`config.mk`:
```
export PLATFORM = sky130hd
export DESIGN_NAME = pc_sequencer_flat
export DESIGN_NICKNAME = d
export VERILOG_FILES = /design/src/rtl/pc_sequencer_if.sv /design/src/rtl/pc_sequencer.sv /design/src/flat_wrapper.sv
export SDC_FILE = /design/constraint.sdc
export NUM_CORES = 1
export LEC_CHECK = 0
export CORE_MARGIN = 3
export CORE_UTILIZATION = 49
export CTS_CLUSTER_SIZE = 24
export DETAILED_ROUTE_END_ITERATION = 8
export PLACE_DENSITY_LB_ADDON = 0.25
export RECOVER_POWER = 50
export SYNTH_ARGS = -nofsm -noshare
export SYNTH_HDL_FRONTEND = slang
export SYNTH_SLANG_ARGS = --single-unit
```
`constraint.sdc`:
```
create_clock -name clk_i -period 7.4 [get_ports clk_i]
set_input_delay 1.11 -clock clk_i [delete_from_list [all_inputs] [get_ports clk_i]]
set_output_delay 1.11 -clock clk_i [all_outputs]
set_load 0.1 [all_outputs]
```
`src/rtl/pc_sequencer_if.sv`:
```
// Fetch-side handshake, branch-resolution and redirect-request signals of the
// PC sequencer, bundled so the front end can be wired with a single port.
interface pc_sequencer_if #(
   parameter int XLEN = 32
);
   logic [XLEN-1:0] pc_o;
   logic            pc_valid_o;
   logic            pc_ready_i;
   logic            branch_valid_i;
   logic [2:0]      branch_cond_i;
   logic [XLEN-1:0] branch_op1_i;
   logic [XLEN-1:0] branch_op2_i;
   logic [XLEN-1:0] branch_target_i;
   logic            irq_i;
   logic            dbg_i;
   logic            flush_o;
   logic            taken_o;

   // Sequencer side: drives the fetch address and redirect pulses.
   modport master (
      output pc_o,
      output pc_valid_o,
      input  pc_ready_i,
      input  branch_valid_i,
      input  branch_cond_i,
      input  branch_op1_i,
      input  branch_op2_i,
      input  branch_target_i,
      input  irq_i,
      input  dbg_i,
      output flush_o,
      output taken_o
   );

   // Environment side: fetch unit, execute stage and request sources.
   modport slave (
      input  pc_o,
      input  pc_valid_o,
      output pc_ready_i,
      output branch_valid_i,
      output branch_cond_i,
      output branch_op1_i,
      output branch_op2_i,
      output branch_target_i,
      output irq_i,
      output dbg_i,
      input  flush_o,
      input  taken_o
   );
endinterface

```
`src/rtl/pc_sequencer.sv`:
```
// Program-counter sequencer: sequential fetch addresses under valid/ready,
// branch/interrupt/debug redirects followed by a fixed-length fetch squash.
module pc_sequencer #(
   parameter int              XLEN              = 32,
   parameter logic [XLEN-1:0] BOOT_ADDRESS      = 32'h00000000,
   parameter logic [XLEN-1:0] INTERRUPT_ADDRESS = 32'hFF00000A,
   parameter logic [XLEN-1:0] DEBUG_ADDRESS     = 32'hFF00000B,
   parameter int              INSTR_BYTES       = 4,
   parameter int              FLUSH_CYCLES      = 2
) (
   input  logic             clk_i,
   input  logic             rst_i,
   pc_sequencer_if.master   bus,
   output logic [1:0]       dbg_state_o
);

   // Handshake: pc_o is offered while pc_valid_o=1; it is consumed on a rising
   // edge where pc_valid_o && pc_ready_i, otherwise it is held unchanged. A
   // redirect drops pc_valid_o and abandons any offered address without accept.

   localparam int CNT_W = (FLUSH_CYCLES < 2) ? 1 : $clog2(FLUSH_CYCLES + 1);

   typedef enum logic [1:0] {
      ST_RESET = 2'd0,
      ST_RUN   = 2'd1,
      ST_FLUSH = 2'd2
   } state_t;

   typedef enum logic [2:0] {
      BR_NONE = 3'd0,
      BR_BEQ  = 3'd1,
      BR_BNE  = 3'd2,
      BR_BLT  = 3'd3,
      BR_BLTU = 3'd4,
      BR_BGE  = 3'd5,
      BR_BGEU = 3'd6,
      BR_RSVD = 3'd7
   } branch_cond_t;

   state_t          state_q, state_d;
   logic [XLEN-1:0] pc_q, pc_d;
   logic [CNT_W-1:0] cnt_q, cnt_d;
   logic            dbg_pend_q, dbg_pend_d;
   logic            irq_pend_q, irq_pend_d;
   logic            flush_q, flush_d;
   logic            taken_q, taken_d;

   logic            cond_true;
   logic            dbg_req;
   logic            irq_req;
   logic            branch_req;
   logic            redirect;
   logic [XLEN-1:0] redirect_pc;

   // Branch condition evaluation, independent of state.
   always_comb begin
      cond_true = 1'b0;
      case (branch_cond_t'(bus.branch_cond_i))
         BR_BEQ:  cond_true = (bus.branch_op1_i == bus.branch_op2_i);
         BR_BNE:  cond_true = (bus.branch_op1_i != bus.branch_op2_i);
         BR_BLT:  cond_true = ($signed(bus.branch_op1_i) <  $signed(bus.branch_op2_i));
         BR_BLTU: cond_true = (bus.branch_op1_i <  bus.branch_op2_i);
         BR_BGE:  cond_true = ($signed(bus.branch_op1_i) >= $signed(bus.branch_op2_i));
         BR_BGEU: cond_true = (bus.branch_op1_i >= bus.branch_op2_i);
         default: cond_true = 1'b0;
      endcase
   end

   // Redirect arbitration: debug beats interrupt beats a taken branch. A pulse
   // arriving this cycle counts the same as an already-pending request.
   always_comb begin
      dbg_req     = 1'b0;
      irq_req     = 1'b0;
      branch_req  = 1'b0;
      redirect    = 1'b0;
      redirect_pc = pc_q;
      if (state_q != ST_RESET) begin
         if (dbg_pend_q || bus.dbg_i) begin
            dbg_req     = 1'b1;
            redirect    = 1'b1;
            redirect_pc = DEBUG_ADDRESS;
         end else if (irq_pend_q || bus.irq_i) begin
            irq_req     = 1'b1;
            redirect    = 1'b1;
            redirect_pc = INTERRUPT_ADDRESS;
         end else if (state_q == ST_RUN && bus.branch_valid_i && cond_true) begin
            branch_req  = 1'b1;
            redirect    = 1'b1;
            redirect_pc = bus.branch_target_i;
         end
      end
   end

   // Next-state and datapath updates.
   always_comb begin
      state_d    = state_q;
      pc_d       = pc_q;
      cnt_d      = cnt_q;
      dbg_pend_d = dbg_pend_q;
      irq_pend_d = irq_pend_q;
      flush_d    = 1'b0;
      taken_d    = 1'b0;

      case (state_q)
         ST_RESET: begin
            state_d    = ST_RUN;
            pc_d       = BOOT_ADDRESS;
            cnt_d      = '0;
            dbg_pend_d = 1'b0;
            irq_pend_d = 1'b0;
         end
         ST_RUN, ST_FLUSH: begin
            // Requests stay sticky until their own redirect is taken.
            dbg_pend_d = (dbg_pend_q || bus.dbg_i) && !dbg_req;
            irq_pend_d = (irq_pend_q || bus.irq_i) && !irq_req;
            if (redirect) begin
               state_d = ST_FLUSH;
               pc_d    = redirect_pc;
               cnt_d   = CNT_W'(FLUSH_CYCLES);
               flush_d = 1'b1;
               taken_d = branch_req;
            end else if (state_q == ST_RUN) begin
               if (bus.pc_ready_i) begin
                  pc_d = pc_q + XLEN'(INSTR_BYTES);
               end
            end else if (cnt_q <= CNT_W'(1)) begin
               state_d = ST_RUN;
               cnt_d   = '0;
            end else begin
               cnt_d = cnt_q - CNT_W'(1);
            end
         end
         default: begin
            state_d = ST_RESET;
         end
      endcase
   end

   always_ff @(posedge clk_i) begin
      if (!rst_i) begin
         state_q    <= ST_RESET;
         pc_q       <= BOOT_ADDRESS;
         cnt_q      <= '0;
         dbg_pend_q <= 1'b0;
         irq_pend_q <= 1'b0;
         flush_q    <= 1'b0;
         taken_q    <= 1'b0;
      end else begin
         state_q    <= state_d;
         pc_q       <= pc_d;
         cnt_q      <= cnt_d;
         dbg_pend_q <= dbg_pend_d;
         irq_pend_q <= irq_pend_d;
         flush_q    <= flush_d;
         taken_q    <= taken_d;
      end
   end

   assign bus.pc_o       = pc_q;
   assign bus.pc_valid_o = (state_q == ST_RUN);
   assign bus.flush_o    = flush_q;
   assign bus.taken_o    = taken_q;
   assign dbg_state_o    = state_q;

endmodule

```
`src/flat_wrapper.sv`:
```
// flat-port wrapper written by rule: the top's interface ports become plain ports
module pc_sequencer_flat 
#(
   parameter int              XLEN              = 32,
   parameter logic [XLEN-1:0] BOOT_ADDRESS      = 32'h00000000,
   parameter logic [XLEN-1:0] INTERRUPT_ADDRESS = 32'hFF00000A,
   parameter logic [XLEN-1:0] DEBUG_ADDRESS     = 32'hFF00000B,
   parameter int              INSTR_BYTES       = 4,
   parameter int              FLUSH_CYCLES      = 2
)
  (clk_i, rst_i, dbg_state_o, bus_pc_o, bus_pc_valid_o, bus_pc_ready_i, bus_branch_valid_i, bus_branch_cond_i, bus_branch_op1_i, bus_branch_op2_i, bus_branch_target_i, bus_irq_i, bus_dbg_i, bus_flush_o, bus_taken_o);
  pc_sequencer_if #(.XLEN(XLEN)) bus_i ();
  input  logic clk_i;
  input  logic rst_i;
  output logic [1:0] dbg_state_o;
  output wire logic [$bits(bus_i.pc_o)-1:0] bus_pc_o;
  output wire logic [$bits(bus_i.pc_valid_o)-1:0] bus_pc_valid_o;
  input wire logic [$bits(bus_i.pc_ready_i)-1:0] bus_pc_ready_i;
  input wire logic [$bits(bus_i.branch_valid_i)-1:0] bus_branch_valid_i;
  input wire logic [$bits(bus_i.branch_cond_i)-1:0] bus_branch_cond_i;
  input wire logic [$bits(bus_i.branch_op1_i)-1:0] bus_branch_op1_i;
  input wire logic [$bits(bus_i.branch_op2_i)-1:0] bus_branch_op2_i;
  input wire logic [$bits(bus_i.branch_target_i)-1:0] bus_branch_target_i;
  input wire logic [$bits(bus_i.irq_i)-1:0] bus_irq_i;
  input wire logic [$bits(bus_i.dbg_i)-1:0] bus_dbg_i;
  output wire logic [$bits(bus_i.flush_o)-1:0] bus_flush_o;
  output wire logic [$bits(bus_i.taken_o)-1:0] bus_taken_o;
  assign bus_pc_o = bus_i.pc_o;
  assign bus_pc_valid_o = bus_i.pc_valid_o;
  assign bus_i.pc_ready_i = bus_pc_ready_i;
  assign bus_i.branch_valid_i = bus_branch_valid_i;
  assign bus_i.branch_cond_i = bus_branch_cond_i;
  assign bus_i.branch_op1_i = bus_branch_op1_i;
  assign bus_i.branch_op2_i = bus_branch_op2_i;
  assign bus_i.branch_target_i = bus_branch_target_i;
  assign bus_i.irq_i = bus_irq_i;
  assign bus_i.dbg_i = bus_dbg_i;
  assign bus_flush_o = bus_i.flush_o;
  assign bus_taken_o = bus_i.taken_o;
  pc_sequencer #(.XLEN(XLEN), .BOOT_ADDRESS(BOOT_ADDRESS), .INTERRUPT_ADDRESS(INTERRUPT_ADDRESS), .DEBUG_ADDRESS(DEBUG_ADDRESS), .INSTR_BYTES(INSTR_BYTES), .FLUSH_CYCLES(FLUSH_CYCLES)) u_core (.clk_i(clk_i), .rst_i(rst_i), .bus(bus_i), .dbg_state_o(dbg_state_o));
endmodule
```
==> results of run 1 <==
[per-stage QoR]
step / power (mW) / cells
5_1_grt: 1.29 / 714
3_3_place_gp: 1.02 / 706
6_report: 1.22 / 714
2_1_floorplan: 0.854 / 486
4_1_cts: 1.23 / 714
3_5_place_dp: 1.04 / 706
[synthesized netlist by cell type, drive strengths merged (3+ instances only)]
cell type  instances  area share (%)
a21oi             40             5.3
or4                3            0.60
o41ai              4             1.6
dfxtp             40              21
nand2             41             4.1
nor2b              4            0.66
o22ai             10             1.7
nor4               8             2.3
nor3               8             1.3
a21boi             3            0.60
or3                3            0.63
nand3             30             4.0
xnor2              5             1.2
nor2              22             2.2
o31ai             14             2.8
inv               51             5.1
o21a               4            0.80
o31a               4            0.93
o211ai             8             2.0
o211a              3            0.80
and4               5             1.2
o221a              4             1.2
a22oi              3            0.73
o2111ai            3             1.2
a31oi              6            0.99
buf               10             1.9
o21ai             40             5.3
ha                39              13
and3               4            0.66
and2               3            0.50
nand4             15             2.9
clkbuf            11             1.1
a32o              13             3.5
[state kept, by name, summed over array words and instances, names as in the netlist]
register and flops:
u_core.dbg_pend_q 1, u_core.bus.pc_o 32, u_core.bus.flush_o 1, u_core.cnt_q 2, u_core.irq_pend_q 1, u_core.dbg_state_o 2, u_core.bus.taken_o 1
[layer usage]
layer / track usage [%] / up-vias / routed length (um)
met3: 3.45 / 30 / 1060
li1: - / 2100 / -
met5: 0 / - / 0
met1: 36.9 / 2009 / 5090
met2: 43.1 / 228 / 5500
met4: 6.50 / 0 / 246
[cell type report]
cell class | instances | area (um2)
Clock buffer | 6 | 82.6
Inverter | 53 | 199
Timing Repair Buffer | 142 | 1420
Tap cell | 99 | 124
Multi-Input combinational cell | 372 | 2660
Clock inverter | 2 | 38.8
Sequential cell | 40 | 801
Fill cell | 572 | 2050
[cells by family (layout without fill, tap and decap cells)]
| kind of cell | count (synthesis) | count (layout) | synth area share, % |
|---|---|---|---|
| flops | 40 | 40 | 21.2 |
| simple gates | 154 | 154 | 23.3 |
| buf+inv | 74 | 203 | 8.26 |
| fa+ha+maj | 39 | 39 | 12.9 |
| mux | 1 | 1 | 0.265 |
| compound gates | 173 | 173 | 32.9 |
| xor+xnor | 5 | 5 | 1.16 |
[final timing paths]
kind,from,endpoint,slack [ns],depth (start not counted)
setup / recovery,bus_branch_op2_i[7],u_core.bus.pc_o[16],2.73,11
hold / removal,u_core.bus.pc_o[27],u_core.bus.pc_o[27],0.50,2
hold reg to reg,u_core.bus.pc_o[27],u_core.bus.pc_o[27],0.50,2
setup reg to reg,u_core.dbg_state_o[0],u_core.bus.pc_o[16],3.27,7
[power by group through the flow]
| stage | Sequential (mW) | Combinational, mW | Clock, mW |
|---|---|---|---|
| 6_report | 0.273 | 0.759 | 0.193 |
| 5_1_grt | 0.278 | 0.813 | 0.203 |
| 4_1_cts | 0.274 | 0.760 | 0.196 |
| 3_5_place_dp | 0.278 | 0.757 | 0 |
| 3_3_place_gp | 0.277 | 0.742 | 0 |
| 2_1_floorplan | 0.447 | 0.407 | 0 |
[tightest hold or removal path: cells and delay by family (launching register included)]
kind / cells / cell delay [ns]
compound gates: 1 / 0.05
buf+inv: 1 / 0.07
flops: 1 / 0.34
==> results.toml, run 1 <==
[layout]
design_area_mm2 = 0.00532
diodes = 0
final_cell_mix = "clkdlybuf4s50_1, inv_1, nand2_1, a21oi_1, dfxtp_1"
final_common_cell = "clkdlybuf4s50_1"
fin_util_pct = 72.2
area_growth_pct = 41.0
drive_above_1_share_pct = 4.88
nNetsFinal = 758

[timing]
tns_ns = 0
setup_slack_ns = 2.73
fmax_mhz = 214
tightest_slew_ns = 1.47
fin_skew_ns = 0.00982
layout_min_cycle_time_ns = 4.67
fin_crit_sh_pct = 63.2
fin_hold_ws_ns = 0.502
relSlewSlack_pct = 1.74
setup_viol = 0
hold_viol = 0
rsz0062_at_grt = "false"
slew_viol_final = 0

[synthesis]
avgSynthCellArea_um2 = 7.76
synth.distinct_cells = 69
ys_seq_area_share_pct = 21.2
synth_edf_count = 0
syn_nets = 630
synth-seq-cells = 40
synth-main-ff-cell = "dfxtp_1"
synthArstFlopShare_pct = 0
syn-cell-area_mm2 = 0.00377
syn_inst = 486
yosys_warnings = 0

[pwr]
p_int_mw = 0.591
vdd_drop_max_v = 0.000371
pwr-share-clk_pct = 15.8
leakage_nw = 2.13
p_per_area_mw_per_mm2 = 230
p_comb_share_pct = 62.0
p_switching_mw = 0.634
seqPwrFrac_pct = 22.3
p_sw_share_pct = 51.8

[setup_path]
end_kind = "flop"
cp_slowest_cell = "o41ai_4"
cp_max_fo = 15
cpPeakStageDelay_ns = 0.86
path_delay_family = "compound AO/OA/AOI/OAI gates"
crit_type = "input pin to flop"
crit_chain = "clkdlybuf4s50_1, inv_1, ha_1, nand4_1, o221ai_1, a31oi_1, o2111ai_4, o211a_2, o41ai_4, nor2_1, a32o_1"
crit_required_ns = 7.58
worstPathArrival_ns = 4.86
cp-start-kind = "input pin"
cp_num_buf_inv = 2

[clock_network]
cts.sinks = 40
clkTransAtPathRegs_ns = 0.08
cts_max_level = 2
post_cts_buffers = 0
cts_tree = "done"
cts_root_buf = "clkbuf_8"
clock_latency_ns = 0.30
holdBufCountCts = 0
cts_max_path_buffers = 2
cts_resized = 0
cts_buffers = 5

[global_routing]
grt_use_total_pct = 26.5
grt_pass1_vias = 4026
grt_antenna_before_repair = 0
grt_pass1_wl_um = 19200
grt_max_degree = 40
overflow = 0

[floorplanning]
core_mm2 = 0.00737
die-area_mm2 = 0.00879
row_count = 31
dieWidth_um = 93.8
die_y_um = 93.8
io_pins = 142
initial_core_util_pct = 51.2

[detailed_routing]
drt-initial-drc-count = 304
ant_nets = 0
vias_per_cell = 6.12
wirelength_um = 11900
firstDrtPassIters = 5
vias = 4367
wl_per_cell_um = 16.7
drcViolationCount = 0

[placement]
dp.final_hpwl_um = 9250
dpl_cell_area_mm2 = 0.00520
place_ws_ns = 2.46
port_buffers = 141
place.gp.congestion = 0.890

[hold_path]
hp-class = "flop to flop"

[status]
status = "complete, no violations"

[flow_run]
drv_cap = 0
Power figures use the tool's default switching activity.
==> run 2, diff against run 1 <==
--- a/config.mk
+++ b/config.mk
@@ -6,7 +6,7 @@
 export NUM_CORES = 1
 export LEC_CHECK = 0
 export CORE_MARGIN = 3
-export CORE_UTILIZATION = 49
+export CORE_UTILIZATION = 45
 export CTS_CLUSTER_SIZE = 24
 export DETAILED_ROUTE_END_ITERATION = 8
 export PLACE_DENSITY_LB_ADDON = 0.25
==> constraint.sdc (replaced) <==
create_clock -name clk_i -period 4.8 [get_ports clk_i]
set_input_delay 0.72 -clock clk_i [delete_from_list [all_inputs] [get_ports clk_i]]
set_output_delay 0.72 -clock clk_i [all_outputs]
set_load 0.1 [all_outputs]
==> results.toml, run 2 (synthesis results as in run 1) <==
[timing]
fin_skew_ns = 0.00939
fmax_mhz = 259
tns_ns = 0
rsz0062_at_grt = "false"
hold_viol = 0
setup_viol = 0
relSlewSlack_pct = 29.1
slew_viol_final = 0
fin_hold_ws_ns = 0.489
tightest_slew_ns = 1.06
layout_min_cycle_time_ns = 3.86
fin_crit_sh_pct = 80.3

[clock_network]
cts_max_path_buffers = 2
cts.sinks = 40
post_cts_buffers = 0
cts_buffers = 5
cts_root_buf = "clkbuf_8"
cts_tree = "done"
cts_max_level = 2
holdBufCountCts = 0
clkTransAtPathRegs_ns = 0.08
clock_latency_ns = 0.31
cts_resized = 0

[global_routing]
grt_use_total_pct = 24.4
grt_pass1_vias = 4023
grt_antenna_before_repair = 0
grt_pass1_wl_um = 19600
overflow = 0
grt_max_degree = 40

[detailed_routing]
vias_per_cell = 6.03
vias = 4367
drcViolationCount = 0
wl_per_cell_um = 16.8
ant_nets = 0
drt-initial-drc-count = 338
wirelength_um = 12100
firstDrtPassIters = 5

[placement]
dp.final_hpwl_um = 9350
place.gp.congestion = 0.895
port_buffers = 141

[floorplanning]
io_pins = 142
die-area_mm2 = 0.00952
dieWidth_um = 97.6
core_mm2 = 0.00793
initial_core_util_pct = 47.6
die_y_um = 97.6
row_count = 32

[layout]
diodes = 0
fin_util_pct = 67.8
final_common_cell = "clkdlybuf4s50_1"
area_growth_pct = 42.3
nNetsFinal = 765
largest_reg_flops = 32
drive_above_1_share_pct = 5.95
final_cell_mix = "clkdlybuf4s50_1, inv_1, nand2_1, a21oi_1, dfxtp_1"

[pwr]
vdd_drop_max_v = 0.000453
p_per_area_mw_per_mm2 = 356
leakage_nw = 2.16

[setup_path]
cp-start-kind = "input pin"
r2r_start = "u_core.dbg_state_o[0]"
cp_max_fo = 18
worstPathArrival_ns = 4.07
path_delay_family = "compound AO/OA/AOI/OAI gates"
ff2ff_path_depth = 9
cpPeakStageDelay_ns = 0.48
crit_required_ns = 5.01
cp_slowest_cell = "o211a_2"
rrSetupSlack_ns = 1.67
crit_chain = "clkdlybuf4s50_1, inv_1, ha_1, nand4_1, nor4_4, nand2_1, o2111ai_4, o211a_2, nor2_1, o311a_1, a221oi_2"
r2r_end = "u_core.bus.pc_o[28]"
cp_num_buf_inv = 2
crit_type = "input pin to flop"
end_kind = "flop"

[hold_path]
min_to = "u_core.cnt_q[0]"
hold_depth = 2
hp-start = "u_core.cnt_q[0]"
hp-class = "flop to flop"

[flow_run]
drv_cap = 0

[status]
status = "complete, no violations"
## run 2: changes by cell type in the layout (fill, tap and decap cells not counted)
cell | before | now
buf_4 | 0 | 7
clkinvlp_4 | 0 | 1
clkinv_4 | 1 | 0
clkbuf_8 | 6 | 5
inv_6 | 0 | 1
## run 2: worst min-delay path, stage by stage, from the launching register on
cell     delay (ns)
dfxtp_1        0.33
nand2_1        0.06
o22ai_1        0.06
## run 2: power breakdown
group | leakage (nW) | switching [mW] | internal [mW]
combinational | 1.79 | 0.808 | 0.389
sequential | 0.324 | 0.0462 | 0.375
clock | 0.0548 | 0.138 | 0.157
total | 2.16 | 0.993 | 0.922
## run 2: area by class of cell
class	instances	area, um2
well taps	102	128
clock inverters	3	46.3
flip-flops and latches	40	801
fillers	667	2560
clock buffers	5	68.8
repair buffers	149	1470
inverters	53	199
multi-input cells	372	2660
## run 2: through the flow
stage | power [mW] | worst slack [ns] | instance area (um2) | cells
2_1_floorplan | 1.32 | 0.913 | 3770 | 486
3_3_place_gp | 1.61 | 0.835 | 5260 | 716
3_5_place_dp | 1.63 | 0.674 | 5260 | 716
4_1_cts | 1.92 | 0.981 | 5380 | 724
5_1_grt | 2.03 | 0.774 | 5370 | 724
6_report | 1.91 | 0.944 | 5370 | 724
## run 2: routing by layer
| layer | GRT usage (%) | share of wire (%) |
|---|---|---|
| met3 | 3.52 | 8.0 |
| met1 | 34.8 | 44 |
| met5 | 0 | 0 |
| met4 | 5.64 | 1.3 |
| met2 | 38.6 | 47 |
## run 2: worst max-delay path by stage
stage | from | to | cells after the start
final | bus_branch_op2_i[27] | u_core.bus.pc_o[2] | 11
after global routing | bus_branch_op2_i[27] | u_core.bus.pc_o[28] | 12
after CTS | bus_branch_op2_i[31] | u_core.bus.pc_o[2] | 11
after detailed placement | bus_branch_op2_i[31] | u_core.bus.pc_o[2] | 11
after global placement | bus_branch_op2_i[27] | u_core.bus.pc_o[2] | 11
after floorplan | u_core.dbg_state_o[0] | u_core.bus.pc_o[30] | 8
